--- src/rtl/hd63701_pkg.sv ---
`default_nettype none
// ============================================================================
// Module  : hd63701_pkg
// Brief   : Shared constants, FSM encodings and baud divider table for the
//           HD63701 serial communication interface.
// Revision: 1.0
// ============================================================================
package hd63701_pkg;

    // Register offsets from BASE
    localparam logic [1:0] c_OFF_RMCR  = 2'd0;
    localparam logic [1:0] c_OFF_TRCSR = 2'd1;
    localparam logic [1:0] c_OFF_RDR   = 2'd2;
    localparam logic [1:0] c_OFF_TDR   = 2'd3;

    // TRCSR bit positions
    localparam int c_BIT_RDRF = 7;
    localparam int c_BIT_ORFE = 6;
    localparam int c_BIT_TDRE = 5;
    localparam int c_BIT_RIE  = 4;
    localparam int c_BIT_RE   = 3;
    localparam int c_BIT_TIE  = 2;
    localparam int c_BIT_TE   = 1;
    localparam int c_BIT_WU   = 0;

    typedef enum logic [1:0] {
        TX_IDLE  = 2'd0,
        TX_START = 2'd1,
        TX_DATA  = 2'd2,
        TX_STOP  = 2'd3
    } tx_state_e;

    typedef enum logic [1:0] {
        RX_IDLE  = 2'd0,
        RX_START = 2'd1,
        RX_DATA  = 2'd2,
        RX_STOP  = 2'd3
    } rx_state_e;

    // Terminal prescaler count for each SS setting (divide by 1/8/64/256)
    function automatic logic [7:0] ss_last(input logic [1:0] ss);
        logic [7:0] v;
        case (ss)
            2'b00:   v = 8'd0;
            2'b01:   v = 8'd7;
            2'b10:   v = 8'd63;
            default: v = 8'd255;
        endcase
        return v;
    endfunction

endpackage
`default_nettype wire

--- src/rtl/hd63701_sci_baud.sv ---
`default_nettype none
// ============================================================================
// Module  : hd63701_sci_baud
// Brief   : SCI prescaler; emits the sample tick and the /16 bit tick.
// Revision: 1.0
// ============================================================================
module hd63701_sci_baud
    import hd63701_pkg::*;
(
    input  logic       i_clk,
    input  logic       i_rst,
    input  logic       i_clr,
    input  logic [1:0] i_ss,
    output logic       o_sample_tick,
    output logic       o_bit_tick
);

    logic [7:0] r_pre;
    logic [3:0] r_sub;
    logic [7:0] w_last;
    logic       w_pre_wrap;

    assign w_last     = ss_last(i_ss);
    assign w_pre_wrap = (r_pre >= w_last);

    // Suppress ticks in the clearing cycle so a divider change starts cleanly
    assign o_sample_tick = w_pre_wrap && !i_clr;
    assign o_bit_tick    = o_sample_tick && (r_sub == 4'hF);

    always_ff @(posedge i_clk) begin
        if (i_rst || i_clr) begin
            r_pre <= 8'd0;
            r_sub <= 4'd0;
        end else if (w_pre_wrap) begin
            r_pre <= 8'd0;
            r_sub <= r_sub + 4'd1;
        end else begin
            r_pre <= r_pre + 8'd1;
        end
    end

endmodule
`default_nettype wire

--- src/rtl/hd63701_sci.sv ---
`default_nettype none
// ============================================================================
// Module  : hd63701_sci
// Brief   : HD63701 SCI, async 8N1 mode, on the core bus with IRQ2 request.
// Revision: 1.0
// ============================================================================
module hd63701_sci
    import hd63701_pkg::*;
#(
    parameter logic [15:0] BASE        = 16'h0010,
    parameter int          SYNC_STAGES = 2
) (
    input  logic        CLK,
    input  logic        RST,
    input  logic        BUS_EN,
    input  logic [15:0] AD,
    input  logic        RW,
    input  logic [7:0]  WDATA,
    output logic [7:0]  RDATA,
    output logic        SEL,
    output logic        IRQ,
    input  logic        RXD,
    output logic        TXD
);

    // ------------------------------------------------------------------
    // Bus decode
    // ------------------------------------------------------------------
    logic [15:0] w_off;
    logic [1:0]  w_reg;
    logic        w_acc, w_rd, w_wr;
    logic        w_rmcr_wr, w_trcsr_wr, w_tdr_wr, w_trcsr_rd, w_rdr_rd;

    assign w_off = AD - BASE;
    assign w_reg = w_off[1:0];
    assign w_acc = BUS_EN && (w_off[15:2] == 14'd0);
    assign w_rd  = w_acc && RW;
    assign w_wr  = w_acc && !RW;
    assign SEL   = w_rd;

    assign w_rmcr_wr  = w_wr && (w_reg == c_OFF_RMCR);
    assign w_trcsr_wr = w_wr && (w_reg == c_OFF_TRCSR);
    assign w_tdr_wr   = w_wr && (w_reg == c_OFF_TDR);
    assign w_trcsr_rd = w_rd && (w_reg == c_OFF_TRCSR);
    assign w_rdr_rd   = w_rd && (w_reg == c_OFF_RDR);

    // ------------------------------------------------------------------
    // Registers and flags
    // ------------------------------------------------------------------
    logic [7:0] r_rmcr, r_rdr, r_tdr;
    logic [4:0] r_ctl;
    logic       r_rdrf, r_orfe, r_tdre;
    logic       r_rx_arm, r_tx_arm, r_irq;
    logic [7:0] w_trcsr;

    assign w_trcsr = {r_rdrf, r_orfe, r_tdre, r_ctl};

    always_comb begin
        RDATA = 8'h00;
        if (w_rd) begin
            case (w_reg)
                c_OFF_RMCR:  RDATA = r_rmcr;
                c_OFF_TRCSR: RDATA = w_trcsr;
                c_OFF_RDR:   RDATA = r_rdr;
                c_OFF_TDR:   RDATA = r_tdr;
            endcase
        end
    end

    // ------------------------------------------------------------------
    // Baud generator
    // ------------------------------------------------------------------
    logic w_sample_tick, w_bit_tick;

    hd63701_sci_baud u_baud (
        .i_clk         (CLK),
        .i_rst         (RST),
        .i_clr         (w_rmcr_wr),
        .i_ss          (r_rmcr[1:0]),
        .o_sample_tick (w_sample_tick),
        .o_bit_tick    (w_bit_tick)
    );

    // ------------------------------------------------------------------
    // RXD synchroniser (idle-high line, so flops reset to 1)
    // ------------------------------------------------------------------
    logic [SYNC_STAGES-1:0] r_sync;
    logic                   w_rxd;

    always_ff @(posedge CLK) begin
        if (RST) r_sync <= '1;
        else     r_sync <= {r_sync[SYNC_STAGES-2:0], RXD};
    end

    assign w_rxd = r_sync[SYNC_STAGES-1];

    // ------------------------------------------------------------------
    // FSM event strobes
    // ------------------------------------------------------------------
    tx_state_e  r_tx_state;
    rx_state_e  r_rx_state;
    logic [7:0] r_tx_shift, r_rx_shift;
    logic [2:0] r_tx_cnt, r_rx_bit;
    logic [3:0] r_rx_cnt;
    logic       r_txd;

    logic w_tx_load, w_rx_stop_smp, w_rx_ok, w_rx_err;

    assign w_tx_load = w_bit_tick && r_ctl[c_BIT_TE] && !r_tdre &&
                       ((r_tx_state == TX_IDLE) || (r_tx_state == TX_STOP));

    assign w_rx_stop_smp = w_sample_tick && r_ctl[c_BIT_RE] &&
                           (r_rx_state == RX_STOP) && (r_rx_cnt == 4'hF);
    assign w_rx_ok  = w_rx_stop_smp && w_rxd && !r_rdrf;
    assign w_rx_err = w_rx_stop_smp && (!w_rxd || r_rdrf);

    // Hardware flag sets come after software clears so a same-cycle set wins
    always_ff @(posedge CLK) begin
        if (RST) begin
            r_rmcr   <= 8'h00;
            r_ctl    <= 5'd0;
            r_rdrf   <= 1'b0;
            r_orfe   <= 1'b0;
            r_tdre   <= 1'b1;
            r_rdr    <= 8'h00;
            r_tdr    <= 8'h00;
            r_rx_arm <= 1'b0;
            r_tx_arm <= 1'b0;
            r_irq    <= 1'b0;
        end else begin
            if (w_rmcr_wr)  r_rmcr <= WDATA;
            if (w_trcsr_wr) r_ctl  <= WDATA[4:0];
            if (w_tdr_wr)   r_tdr  <= WDATA;

            if (w_acc) begin
                r_rx_arm <= w_trcsr_rd && (r_rdrf || r_orfe);
                r_tx_arm <= w_trcsr_rd && r_tdre;
            end

            if (w_rdr_rd && r_rx_arm) begin
                r_rdrf <= 1'b0;
                r_orfe <= 1'b0;
            end
            if (w_tdr_wr && r_tx_arm) r_tdre <= 1'b0;

            if (w_rx_ok) begin
                r_rdr  <= r_rx_shift;
                r_rdrf <= 1'b1;
            end
            if (w_rx_err)  r_orfe <= 1'b1;
            if (w_tx_load) r_tdre <= 1'b1;

            r_irq <= (r_ctl[c_BIT_RIE] && (r_rdrf || r_orfe)) ||
                     (r_ctl[c_BIT_TIE] && r_tdre);
        end
    end

    assign IRQ = r_irq;

    // ------------------------------------------------------------------
    // Transmit FSM, advances on bit ticks
    // ------------------------------------------------------------------
    always_ff @(posedge CLK) begin
        if (RST) begin
            r_tx_state <= TX_IDLE;
            r_tx_shift <= 8'h00;
            r_tx_cnt   <= 3'd0;
            r_txd      <= 1'b1;
        end else if (w_bit_tick) begin
            case (r_tx_state)
                TX_IDLE: begin
                    if (w_tx_load) begin
                        r_tx_shift <= r_tdr;
                        r_txd      <= 1'b0;
                        r_tx_state <= TX_START;
                    end
                end
                TX_START: begin
                    r_txd      <= r_tx_shift[0];
                    r_tx_shift <= {1'b0, r_tx_shift[7:1]};
                    r_tx_cnt   <= 3'd0;
                    r_tx_state <= TX_DATA;
                end
                TX_DATA: begin
                    if (r_tx_cnt == 3'd7) begin
                        r_txd      <= 1'b1;
                        r_tx_state <= TX_STOP;
                    end else begin
                        r_txd      <= r_tx_shift[0];
                        r_tx_shift <= {1'b0, r_tx_shift[7:1]};
                        r_tx_cnt   <= r_tx_cnt + 3'd1;
                    end
                end
                TX_STOP: begin
                    // Back-to-back frames skip IDLE when TDR is already pending
                    if (w_tx_load) begin
                        r_tx_shift <= r_tdr;
                        r_txd      <= 1'b0;
                        r_tx_state <= TX_START;
                    end else begin
                        r_tx_state <= TX_IDLE;
                    end
                end
                default: r_tx_state <= TX_IDLE;
            endcase
        end
    end

    assign TXD = r_txd;

    // ------------------------------------------------------------------
    // Receive FSM, runs on sample ticks, aborted at once when RE drops
    // ------------------------------------------------------------------
    always_ff @(posedge CLK) begin
        if (RST) begin
            r_rx_state <= RX_IDLE;
            r_rx_cnt   <= 4'd0;
            r_rx_bit   <= 3'd0;
            r_rx_shift <= 8'h00;
        end else if (!r_ctl[c_BIT_RE]) begin
            r_rx_state <= RX_IDLE;
        end else if (w_sample_tick) begin
            case (r_rx_state)
                RX_IDLE: begin
                    if (!w_rxd) begin
                        r_rx_cnt   <= 4'd0;
                        r_rx_state <= RX_START;
                    end
                end
                RX_START: begin
                    if (r_rx_cnt == 4'd7) begin
                        r_rx_cnt   <= 4'd0;
                        r_rx_bit   <= 3'd0;
                        r_rx_state <= w_rxd ? RX_IDLE : RX_DATA;
                    end else begin
                        r_rx_cnt <= r_rx_cnt + 4'd1;
                    end
                end
                RX_DATA: begin
                    if (r_rx_cnt == 4'hF) begin
                        r_rx_shift <= {w_rxd, r_rx_shift[7:1]};
                        r_rx_cnt   <= 4'd0;
                        if (r_rx_bit == 3'd7) r_rx_state <= RX_STOP;
                        else                  r_rx_bit   <= r_rx_bit + 3'd1;
                    end else begin
                        r_rx_cnt <= r_rx_cnt + 4'd1;
                    end
                end
                RX_STOP: begin
                    if (r_rx_cnt == 4'hF) begin
                        r_rx_cnt   <= 4'd0;
                        r_rx_state <= RX_IDLE;
                    end else begin
                        r_rx_cnt <= r_rx_cnt + 4'd1;
                    end
                end
                default: r_rx_state <= RX_IDLE;
            endcase
        end
    end

endmodule
`default_nettype wire

--- config.mk ---
export PLATFORM = sky130hd
export DESIGN_NAME = hd63701_sci
export DESIGN_NICKNAME = d
export VERILOG_FILES = /design/src/rtl/hd63701_pkg.sv /design/src/rtl/hd63701_sci_baud.sv /design/src/rtl/hd63701_sci.sv
export SDC_FILE = /design/constraint.sdc
export NUM_CORES = 1
export LEC_CHECK = 0
export BUFFER_PORTS_ARGS = -buffer_cell sky130_fd_sc_hd__buf_2
export CAP_MARGIN = 20
export CORE_MARGIN = 1.5
export CORE_UTILIZATION = 25
export DETAILED_ROUTE_END_ITERATION = 10
export REMOVE_ABC_BUFFERS = 1
export SYNTH_ARGS = -nofsm -noshare
export SYNTH_HDL_FRONTEND = slang
export SYNTH_SLANG_ARGS = --single-unit
--- constraint.sdc ---
create_clock -name CLK -period 6.13 [get_ports CLK]
set_input_delay 0 -clock CLK [delete_from_list [all_inputs] [get_ports CLK]]
set_output_delay 0 -clock CLK [all_outputs]
set_load 0.05 [all_outputs]
==> results of run 1 <==
[flip-flops by register name, summed over array words and instances (netlist names), 2 cells and up, named ones only]
register	cells
r_rx_bit	3
r_sync	2
u_baud.r_pre	8
r_rx_shift	8
r_rx_cnt	4
r_tx_shift	8
r_tx_state	2
r_ctl	5
r_rmcr	8
r_rdr	8
r_tdr	8
u_baud.r_sub	4
r_tx_cnt	3
[layer usage]
| metal | routed length (um) | part of all wire (%) | GRT usage (%) |
|---|---|---|---|
| met1 | 4790 | 45 | 15.4 |
| met2 | 5300 | 49 | 22.6 |
| met5 | 0 | 0 | 0 |
| met4 | 85 | 0.79 | 3.27 |
| met3 | 535 | 5.0 | 2.50 |
[power groups by stage]
stage               logic (mW)  registers (mW)  clock network, mW
floorplan               0.0123           0.535                  0
global placement        0.0349           0.535                  0
detailed placement      0.0361           0.536                  0
CTS                     0.0407           0.524              0.470
global route            0.0442           0.524              0.497
finish                  0.0405           0.524              0.461
[metrics by stage]
stage / setup slack, ns / total power [mW] / std cells
6_report: 3.34 / 1.03 / 702
5_1_grt: 3.09 / 1.07 / 702
4_1_cts: 3.28 / 1.04 / 702
3_5_place_dp: 3.28 / 0.572 / 680
2_1_floorplan: 3.53 / 0.547 / 423
3_3_place_gp: 3.38 / 0.570 / 680
[critical path, cell delays in order (launching register included)]
cell and delay [ns]:
dfxtp_1 0.33, or2_2 0.32, ha_1 0.27, nand2b_1 0.09
a31oi_1 0.10, o21ai_1 0.65, nand3_1 0.63, mux2i_1 0.31
[cells in the mapped netlist (all sizes together) (2+ instances only)]
master / n / area (um2)
nor2b: 15 / 93.8
xnor2: 2 / 17.5
a211oi: 2 / 20.0
a21oi: 25 / 129
o31a: 2 / 17.5
nand3: 16 / 80.1
a32o: 3 / 30.0
nor4: 2 / 18.8
a31oi: 2 / 12.5
o21ai: 19 / 95.1
nand2b: 3 / 18.8
o41ai: 3 / 26.3
mux2i: 32 / 320
or4b: 2 / 20.0
or3: 5 / 31.3
or3b: 2 / 17.5
xor2: 4 / 35.0
ha: 20 / 250
mux2: 7 / 78.8
nand2: 48 / 183
buf: 14 / 75.1
inv: 12 / 45.0
nor4b: 2 / 17.5
mux4: 8 / 180
nor2: 29 / 109
and3: 6 / 37.5
nand4b: 3 / 26.3
o21ba: 7 / 70.1
or2: 5 / 31.3
and4: 3 / 26.3
o31ai: 5 / 42.5
or4: 4 / 30.0
dfxtp: 80 / 1600
o2111ai: 3 / 26.3
nand4: 7 / 43.8
o211ai: 3 / 22.5
nor3: 18 / 90.1
clkbuf: 13 / 48.8
[worst max-delay path by stage]
stage	from	end	slack, ns
after floorplan	r_rmcr[0]	r_rx_shift[0]	3.53
after global placement	r_rmcr[0]	r_rdr[5]	3.38
after detailed placement	r_rmcr[0]	r_rdr[0]	3.28
after CTS	r_rmcr[0]	r_rdr[6]	3.28
after global routing	r_rmcr[0]	r_rdr[6]	3.09
final	r_rmcr[0]	r_rdr[3]	3.34
[cell families (layout without fill, tap and decap cells)]
kind of cell | count (synthesis) | in the layout | share of synthesized area [%]
xor gates and xnor gates | 6 | 6 | 1.27
AOI/OAI and AO/OA | 83 | 83 | 13.8
and+or+nand+nor | 175 | 175 | 22.2
DFF | 80 | 80 | 38.6
adders and majority gates | 20 | 20 | 6.04
muxes | 47 | 47 | 14.0
buffers and inverters | 39 | 75 | 4.07
[final cells by class]
class                   instances  area, um2  area share, %
well taps                     216        270           5.59
flip-flops and latches         80       1600           33.1
repair buffers                 50        300           6.21
inverters                      12       45.0          0.932
clock buffers                  11        233           4.81
multi-input cells             331       2370           49.1
clock inverters                 2       10.0          0.207
==> run summary, run 1 <==
Final sum of negative setup slack: 0 ns
Crit share post-route: 45.6%
Post-route cell area: 4830 um2
Num CTS Buffers: 9
Global-route wire length before repair: 17800 um
Yosys warning count: 0
Die width: 132 um
Seq pwr share: 51.1%
Top FF cell, synth: dfxtp_1
Reg2Reg Depth: 7
Fin. Hold Viols: 0
Worst hold path depth: 3
CTS tree: built
Synth Instances: 450
WL per Instance: 15.3 um
Crit path capture type: register
Commonest non-fill, non-tap cell in the layout: dfxtp_1
HP Start: RW
Initial DRC count: 161
Mapped Area: 4150 um2
Fmax: 358 MHz
Initial antenna violation count: 0
Fillers: 1675
WP data required: 6.37 ns
Hold Path Class: input port to register
Status: finished, final reports clean
Vias in the first global route: 3558
Sw Ratio: 21.5%
FF+latch count, synth: 80
Slew HR: 38.0%
DP Area: 4500 um2
Library cells used by synthesis: 62
Pre-antenna DRT Iters: 4
N_diodes: 0
# port buffers: 39
Area delta synth->final: 16.6%
Post-DP HPWL: 7520 um
GRT Residual Overflow: 0
Nets: 533
Async set-reset flop share out of synthesis: 0%
CTS Sinks: 80
Most frequent cells in the layout: dfxtp_1 (80), nand2_1 (47), buf_2 (39)
Unrepaired setup endpoints after global routing: false
Fin util: 30.1%
Number of setup buffers added after CTS: 0
Final hold slack: 0.0358 ns
Via count: 3446
H-tree depth: 3
DR DRC count: 0
Internal power: 0.806 mW
PostCTS Resize Cnt: 0
Clock Tree Buf Depth: 2
PD cells: 212 nW/um2
Reg-to-Reg End: r_rdr[3]
Clock share of power: 45.0%
Hold endpoint: r_tx_arm
FP Rows: 46
Die ar.: 17400 um2
Max-slew violation count: 0
Arrival @ worst endpoint: 3.03 ns
Final min period: 2.79 ns
CTS clk-pin slew, worst paths: 0.06 ns
Logic pwr share: 4.0%
Final setup fails: 0
Core box area: 16100 um2
I/O Pins: 40
Final wirelength: 10700 um
Setup CP Type: register to register
DIE HEIGHT: 132 um
R2R Path Start: r_rmcr[0]
Actual slew at the worst max-slew pin: 0.926 ns
Reg2reg setup slack: 3.34 ns
Leakage Power: 1.94 nW
Largest net degree at the start of global routing: 47
Initial Util: 25.8%
Highest net fanout along the worst path: 11
Post-CTS Hold Fix Bufs: 9
Final Skew: 0.00542 ns
Total Routing Usage GR: 12.6%
VDD IR max: 0.000154 V
Share of layout cells above drive strength 1: 17.9%
Avg Cell Area, Syn: 9.21 um2
Gp weighted congestion: 0.795
EDFF count, synth: 0
Vias per inst: 4.91
Skew-Pair Late Insertion Delay: 0.33 ns
Max Cap Viol: 0
Switching pwr: 0.220 mW
CTS Root Buffer Type: clkbuf_16
Register area share after synthesis: 38.6%
Routed Antenna Nets: 0
Type of origin of the critical path: register
No activity file was read; power rests on OpenSTA's default activity.
==> inputs of run 2 (changes only) <==
- clock period: 6.13 -> 2.7 ns (I/O delays scaled with it)
==> run summary, run 2 (synthesis gave the netlist of run 1 again) <==
Status: finished, final reports clean
Total Routing Usage GR: 12.4% (-0.26 points)
GRT Residual Overflow: 0 (unchanged)
Gp weighted congestion: 0.816 (+2.7%)
Final min period: 2.35 ns (-0.439 ns)
Most frequent cells in the layout: dfxtp_1 (80), nand2_1 (47), buf_2 (39)
Highest net fanout along the worst path: 36 (+25)
Initial antenna violation count: 0 (unchanged)
Die ar.: 17400 um2 (unchanged)
CTS clk-pin slew, worst paths: 0.06 ns (about the same)
I/O Pins: 40 (unchanged)
Type of origin of the critical path: register
Storage cell area: 1600 um2 (unchanged)
Final setup fails: 0 (unchanged)
CTS tree: built
Fillers: 1658 (-1.0%)
Vias in the first global route: 3557 (-0.028%)
Final Skew: 0.00629 ns (+0.000866 ns)
Unrepaired setup endpoints after global routing: false
Vias per inst: 4.86 (-0.98%)
Initial DRC count: 200 (+24%)
CP bufs+invs: 1 (+1)
PD cells: 516 nW/um2 (+140%)
Area delta synth->final: 19.8%
DR DRC count: 0 (unchanged)
N_diodes: 0 (unchanged)
Routed Antenna Nets: 0 (unchanged)
Setup CP Type: register to register
CTS Sinks: 80 (unchanged)
Actual slew at the worst max-slew pin: 0.606 ns (-0.320 ns)
Cell Chain, Critical Path: or2_2 -> ha_1 -> nand2b_1 -> a31oi_1 -> o21a_1 -> buf_12 -> or4_1 -> mux2i_1
Logic pwr share: 3.6% (-0.4 points)
FP Rows: 46 (unchanged)
Crit path capture type: register
Final wirelength: 10400 um (-2.6%)
Num CTS Buffers: 9 (unchanged)
VDD IR max: 0.000293 V (+90%)
Post-DP HPWL: 7420 um (-1.3%)
# port buffers: 39 (unchanged)
Hold Path Class: input port to register
Skew-Pair Late Insertion Delay: 0.33 ns (about the same)
Slowest cell on the critical path: or4_1
CTS Root Buffer Type: clkbuf_16
Arrival @ worst endpoint: 2.58 ns (-0.45 ns)
Switching pwr: 0.564 mW (+160%)
Slew HR: 59.4% (+21 points)
Internal power: 2.00 mW (+150%)
Seq pwr share: 46.4% (-4.7 points)
Area occupied by multi-input gates: 2370 um2 (unchanged)
Core box area: 16100 um2 (unchanged)
Final hold slack: 0.0285 ns (-0.00728 ns)
Nets: 539 (+1.1%)
Pre-antenna DRT Iters: 4 (unchanged)
Max Cap Viol: 0 (unchanged)
Final sum of negative setup slack: 0 ns (unchanged)
Fin. Hold Viols: 0 (unchanged)
Max-slew violation count: 0 (unchanged)
Clock Tree Buf Depth: 2 (unchanged)
PostCTS Resize Cnt: 0 (unchanged)
WP data required: 2.92 ns (-3.45 ns)
Global-route wire length before repair: 17600 um (-1.2%)
Fmax: 425 MHz (+19%)
Clock share of power: 50.0% (+5.0 points)
Die width: 132 um (unchanged)
Via count: 3456 (+0.29%)
CP delay by family, top: simple AND/OR/NAND/NOR gates
Initial Util: 25.8% (unchanged)
Crit share post-route: 87.2% (+42 points)
Leakage Power: 2.00 nW (+3.2%)
WL per Instance: 14.7 um (-3.8%)
Largest net degree at the start of global routing: 46 (-2.1%)
Share of layout cells above drive strength 1: 19.8% (+1.9 points)
Sw Ratio: 22.0% (+0.54 points)
Delay of the slowest critical-path stage: 0.54 ns (-0.11 ns)
H-tree depth: 3 (unchanged)
DIE HEIGHT: 132 um (unchanged)
Commonest non-fill, non-tap cell in the layout: dfxtp_1
## run 2: worst reg2reg max path: cells and delay by family, from the launching register on
family / cells / cell delay, ns
simple gates: 3 / 0.95
compound gates: 2 / 0.37
flops: 1 / 0.33
fa+ha+maj: 1 / 0.27
buf+inv: 1 / 0.20
mux: 1 / 0.13
## run 2: routing by layer
layer	GRT usage, %	up-vias	part of all wire [%]
met1	15.0	1651	46
met2	22.0	69	49
met5	0	-	0
met3	2.23	12	3.8
met4	4.32	0	1.5
li1	-	1724	-
## run 2: worst paths after layout
| path | slack, ns | cells past startpoint | startpoint | end |
|---|---|---|---|---|
| hold / removal | 0.03 | 3 | RW | r_tx_arm |
| setup reg to reg | 0.35 | 8 | r_rmcr[0] | r_rx_state[0] |
| setup / recovery | 0.35 | 8 | r_rmcr[0] | r_rx_state[0] |
| hold reg to reg | 0.41 | 1 | r_sync[0] | r_sync[1] |
## run 2: per-stage QoR
step / instance area, um2 / setup slack, ns / util, % / cells / total power, mW
3_5_place_dp: 4560 / 0.357 / 28.4 / 686 / 1.30
3_3_place_gp: 4560 / 0.381 / 28.4 / 686 / 1.30
4_1_cts: 4970 / 0.341 / 30.9 / 711 / 2.59
5_1_grt: 4970 / 0.196 / 30.9 / 711 / 2.65
6_report: 4970 / 0.346 / 30.9 / 711 / 2.56
2_1_floorplan: 4020 / 0.101 / - / 423 / 1.24
## run 2: final cells by class
type	instances	area share (%)
sequential	80	32.3
tap	216	5.44
timing repair buffer	56	7.21
clock buffer	11	5.09
inverter	12	0.907
clock inverter	5	1.28
multi-input combinational	331	47.8
## run 2: repair_timing
item                                    in CTS  in global routing
hold endpoints to repair                    22                  0
hold buffers                                 9                  0
endpoints found under the setup margin       0                  0
buffers inserted                             0                  0
## run 2: power groups by stage
stage,clock [mW],sequential [mW],combinational (mW)
final,1.28,1.19,0.0916
after global routing,1.36,1.19,0.100
after CTS,1.30,1.19,0.0922
after detailed placement,0,1.22,0.0818
after global placement,0,1.22,0.0792
after floorplan,0,1.21,0.0279
==> inputs of run 3 (changes only) <==
- CORE_ASPECT_RATIO: unset -> 0.6
==> run summary, run 3 (synthesis gave the netlist of run 1 again) <==
Status: finished, final reports clean
Reg2reg setup slack: 0.29 ns (-0.06 ns)
Reg-to-Reg End: u_baud.r_pre[5]
Final wirelength: 10900 um (+4.4%)
N_diodes: 0 (unchanged)
Slew HR: 58.0% (-1.4 points)
Final WS setup: 0.285 ns (-0.0607 ns)
Final setup fails: 0 (unchanged)
VDD IR max: 0.000223 V (-24%)
Initial antenna violation count: 0 (unchanged)
Setup CP Type: register to register
Num CTS Buffers: 9 (unchanged)
Unrepaired setup endpoints after global routing: false
Crit path capture type: register
Arrival @ worst endpoint: 2.68 ns (+0.10 ns)
Post-DP HPWL: 7910 um (+6.6%)
CTS Root Buffer Type: clkbuf_16
CTS Sinks: 80 (unchanged)
FP Rows: 36 (-22%)
Max Cap Viol: 0 (unchanged)
Highest net fanout along the worst path: 29 (-19%)
Hold endpoint: r_tx_arm
Fin. Hold Viols: 0 (unchanged)
Commonest non-fill, non-tap cell in the layout: dfxtp_1
Clock Tree Buf Depth: 2 (unchanged)
HP Start: RW
WL per Instance: 15.5 um (+5.6%)
Placed cell count: 678 (-1.2%)
Initial DRC count: 221 (+11%)
# port buffers: 39 (unchanged)
Via count: 3552 (+2.8%)
Gp weighted congestion: 0.819 (+0.36%)
Worst hold path depth: 3 (unchanged)
Dpl ws: 0.174 ns (-0.183 ns)
Vias per inst: 5.05 (+3.9%)
PD cells: 499 nW/um2 (-3.3%)
Final min period: 2.41 ns (+0.0607 ns)
Core box area: 16200 um2 (+0.98%)
Leakage Power: 1.99 nW (-0.67%)
Routed Antenna Nets: 0 (unchanged)
Nets: 538 (-0.19%)
R2R Path Start: r_rmcr[0]
Top Usage Layer GRT: met2
Area delta synth->final: 18.8%
Most frequent cells in the layout: dfxtp_1 (80), nand2_1 (47), buf_2 (39)
Largest net degree at the start of global routing: 46 (unchanged)
DR DRC count: 0 (unchanged)
CTS tree: built
Total Routing Usage GR: 12.8% (+0.47 points)
Met2 Resource Use GR: 19.2% (-2.7 points)
Final Skew: 0.00855 ns (+0.00226 ns)
GR Util met1: 18.0% (+3.1 points)
Type of origin of the critical path: register
Pre-antenna DRT Iters: 5 (+1)
Vias in the first global route: 3255 (-8.5%)
I/O Pins: 40 (unchanged)
Post-route cell area: 4930 um2 (-0.81%)
Final hold slack: 0.0335 ns (+0.00505 ns)
Crit share post-route: 89.4% (+2.2 points)
Reg2Reg Depth: 9 (+1)
WP data required: 2.97 ns (+0.05 ns)
H-tree depth: 3 (unchanged)
CTS clk-pin slew, worst paths: 0.06 ns (about the same)
Fmax: 414 MHz (-2.5%)
Initial Util: 25.6% (-0.25 points)
Hold Path Class: input port to register
DIE HEIGHT: 103 um (-22%)
DP Area: 4540 um2 (-0.36%)
Skew-Pair Late Insertion Delay: 0.34 ns (about the same)
Max-slew violation count: 0 (unchanged)
GRT Residual Overflow: 0 (unchanged)
Final sum of negative setup slack: 0 ns (unchanged)
Global-route wire length before repair: 17100 um (-2.7%)
Die ar.: 17400 um2 (+0.15%)
Die width: 169 um (+28%)
Met3 Resource Use GR: 2.99% (+0.76 points)
Post-route insts no fill: 703 (-1.1%)
Share of layout cells above drive strength 1: 19.8% (+0.040 points)
Number of setup buffers added after CTS: 0 (unchanged)
Actual slew at the worst max-slew pin: 0.627 ns (+0.0210 ns)
[run 3: cell types whose count changed in the layout (fill, tap and decap cells not counted)]
cell	previous run	this run
o21a_2	0	1
bufinv_16	1	0
clkinv_2	0	1
buf_4	7	6
o21a_1	1	0
[run 3: area by class of cell]
| cell class | count | area, um2 |
|---|---|---|
| flip-flops and latches | 80 | 1600 |
| well taps | 209 | 262 |
| clock buffers | 11 | 253 |
| repair buffers | 55 | 350 |
| inverters | 12 | 45.0 |
| multi-input cells | 331 | 2380 |
| fillers | 1665 | 11300 |
| clock inverters | 5 | 38.8 |
[run 3: stage by stage]
stage | total power, mW | util [%]
after global placement | 1.29 | 28.0
after detailed placement | 1.30 | 28.0
after global routing | 2.55 | 30.4
after floorplan | 1.24 | -
after CTS | 2.49 | 30.4
final | 2.46 | 30.4
[run 3: worst max-delay path by stage]
stage | from | end | slack (ns) | cells past startpoint
2_1_floorplan | r_rmcr[0] | r_rx_shift[0] | 0.10 | 8
3_3_place_gp | r_rmcr[0] | u_baud.r_pre[7] | 0.28 | 9
3_5_place_dp | r_rmcr[0] | u_baud.r_pre[2] | 0.17 | 9
4_1_cts | r_rmcr[0] | u_baud.r_pre[4] | 0.16 | 9
5_1_grt | r_rmcr[0] | u_baud.r_pre[5] | 0.15 | 9
6_report | r_rmcr[0] | u_baud.r_pre[5] | 0.29 | 9
[run 3: per-layer routing]
layer	vias to the layer above	share of wire, %
met1	1721	50
met2	109	44
li1	1711	-
met4	0	1.1
met3	11	5.3
met5	-	0
[run 3: worst max-delay path: stages, from the launching register on]
cell	delay, ns
dfxtp_1	0.33
or2_2	0.31
inv_1	0.09
ha_1	0.24
a21o_1	0.18
a31oi_1	0.18
o21a_2	0.33
buf_12	0.21
o211ai_1	0.27
nor2_1	0.19
[run 3: power breakdown]
part	total [mW]	internal [mW]	switching, mW
combinational	0.0909	0.0400	0.0509
sequential	1.19	1.19	0.00457
clock	1.18	0.678	0.500
total	2.46	1.90	0.555
[run 3: what timing repair did]
action                                 in CTS  in global routing
setup endpoints to repair                   0                  5
hold buffers                                9                  0
endpoints found under the hold margin      22                  0
gates resized for setup                     0                  1
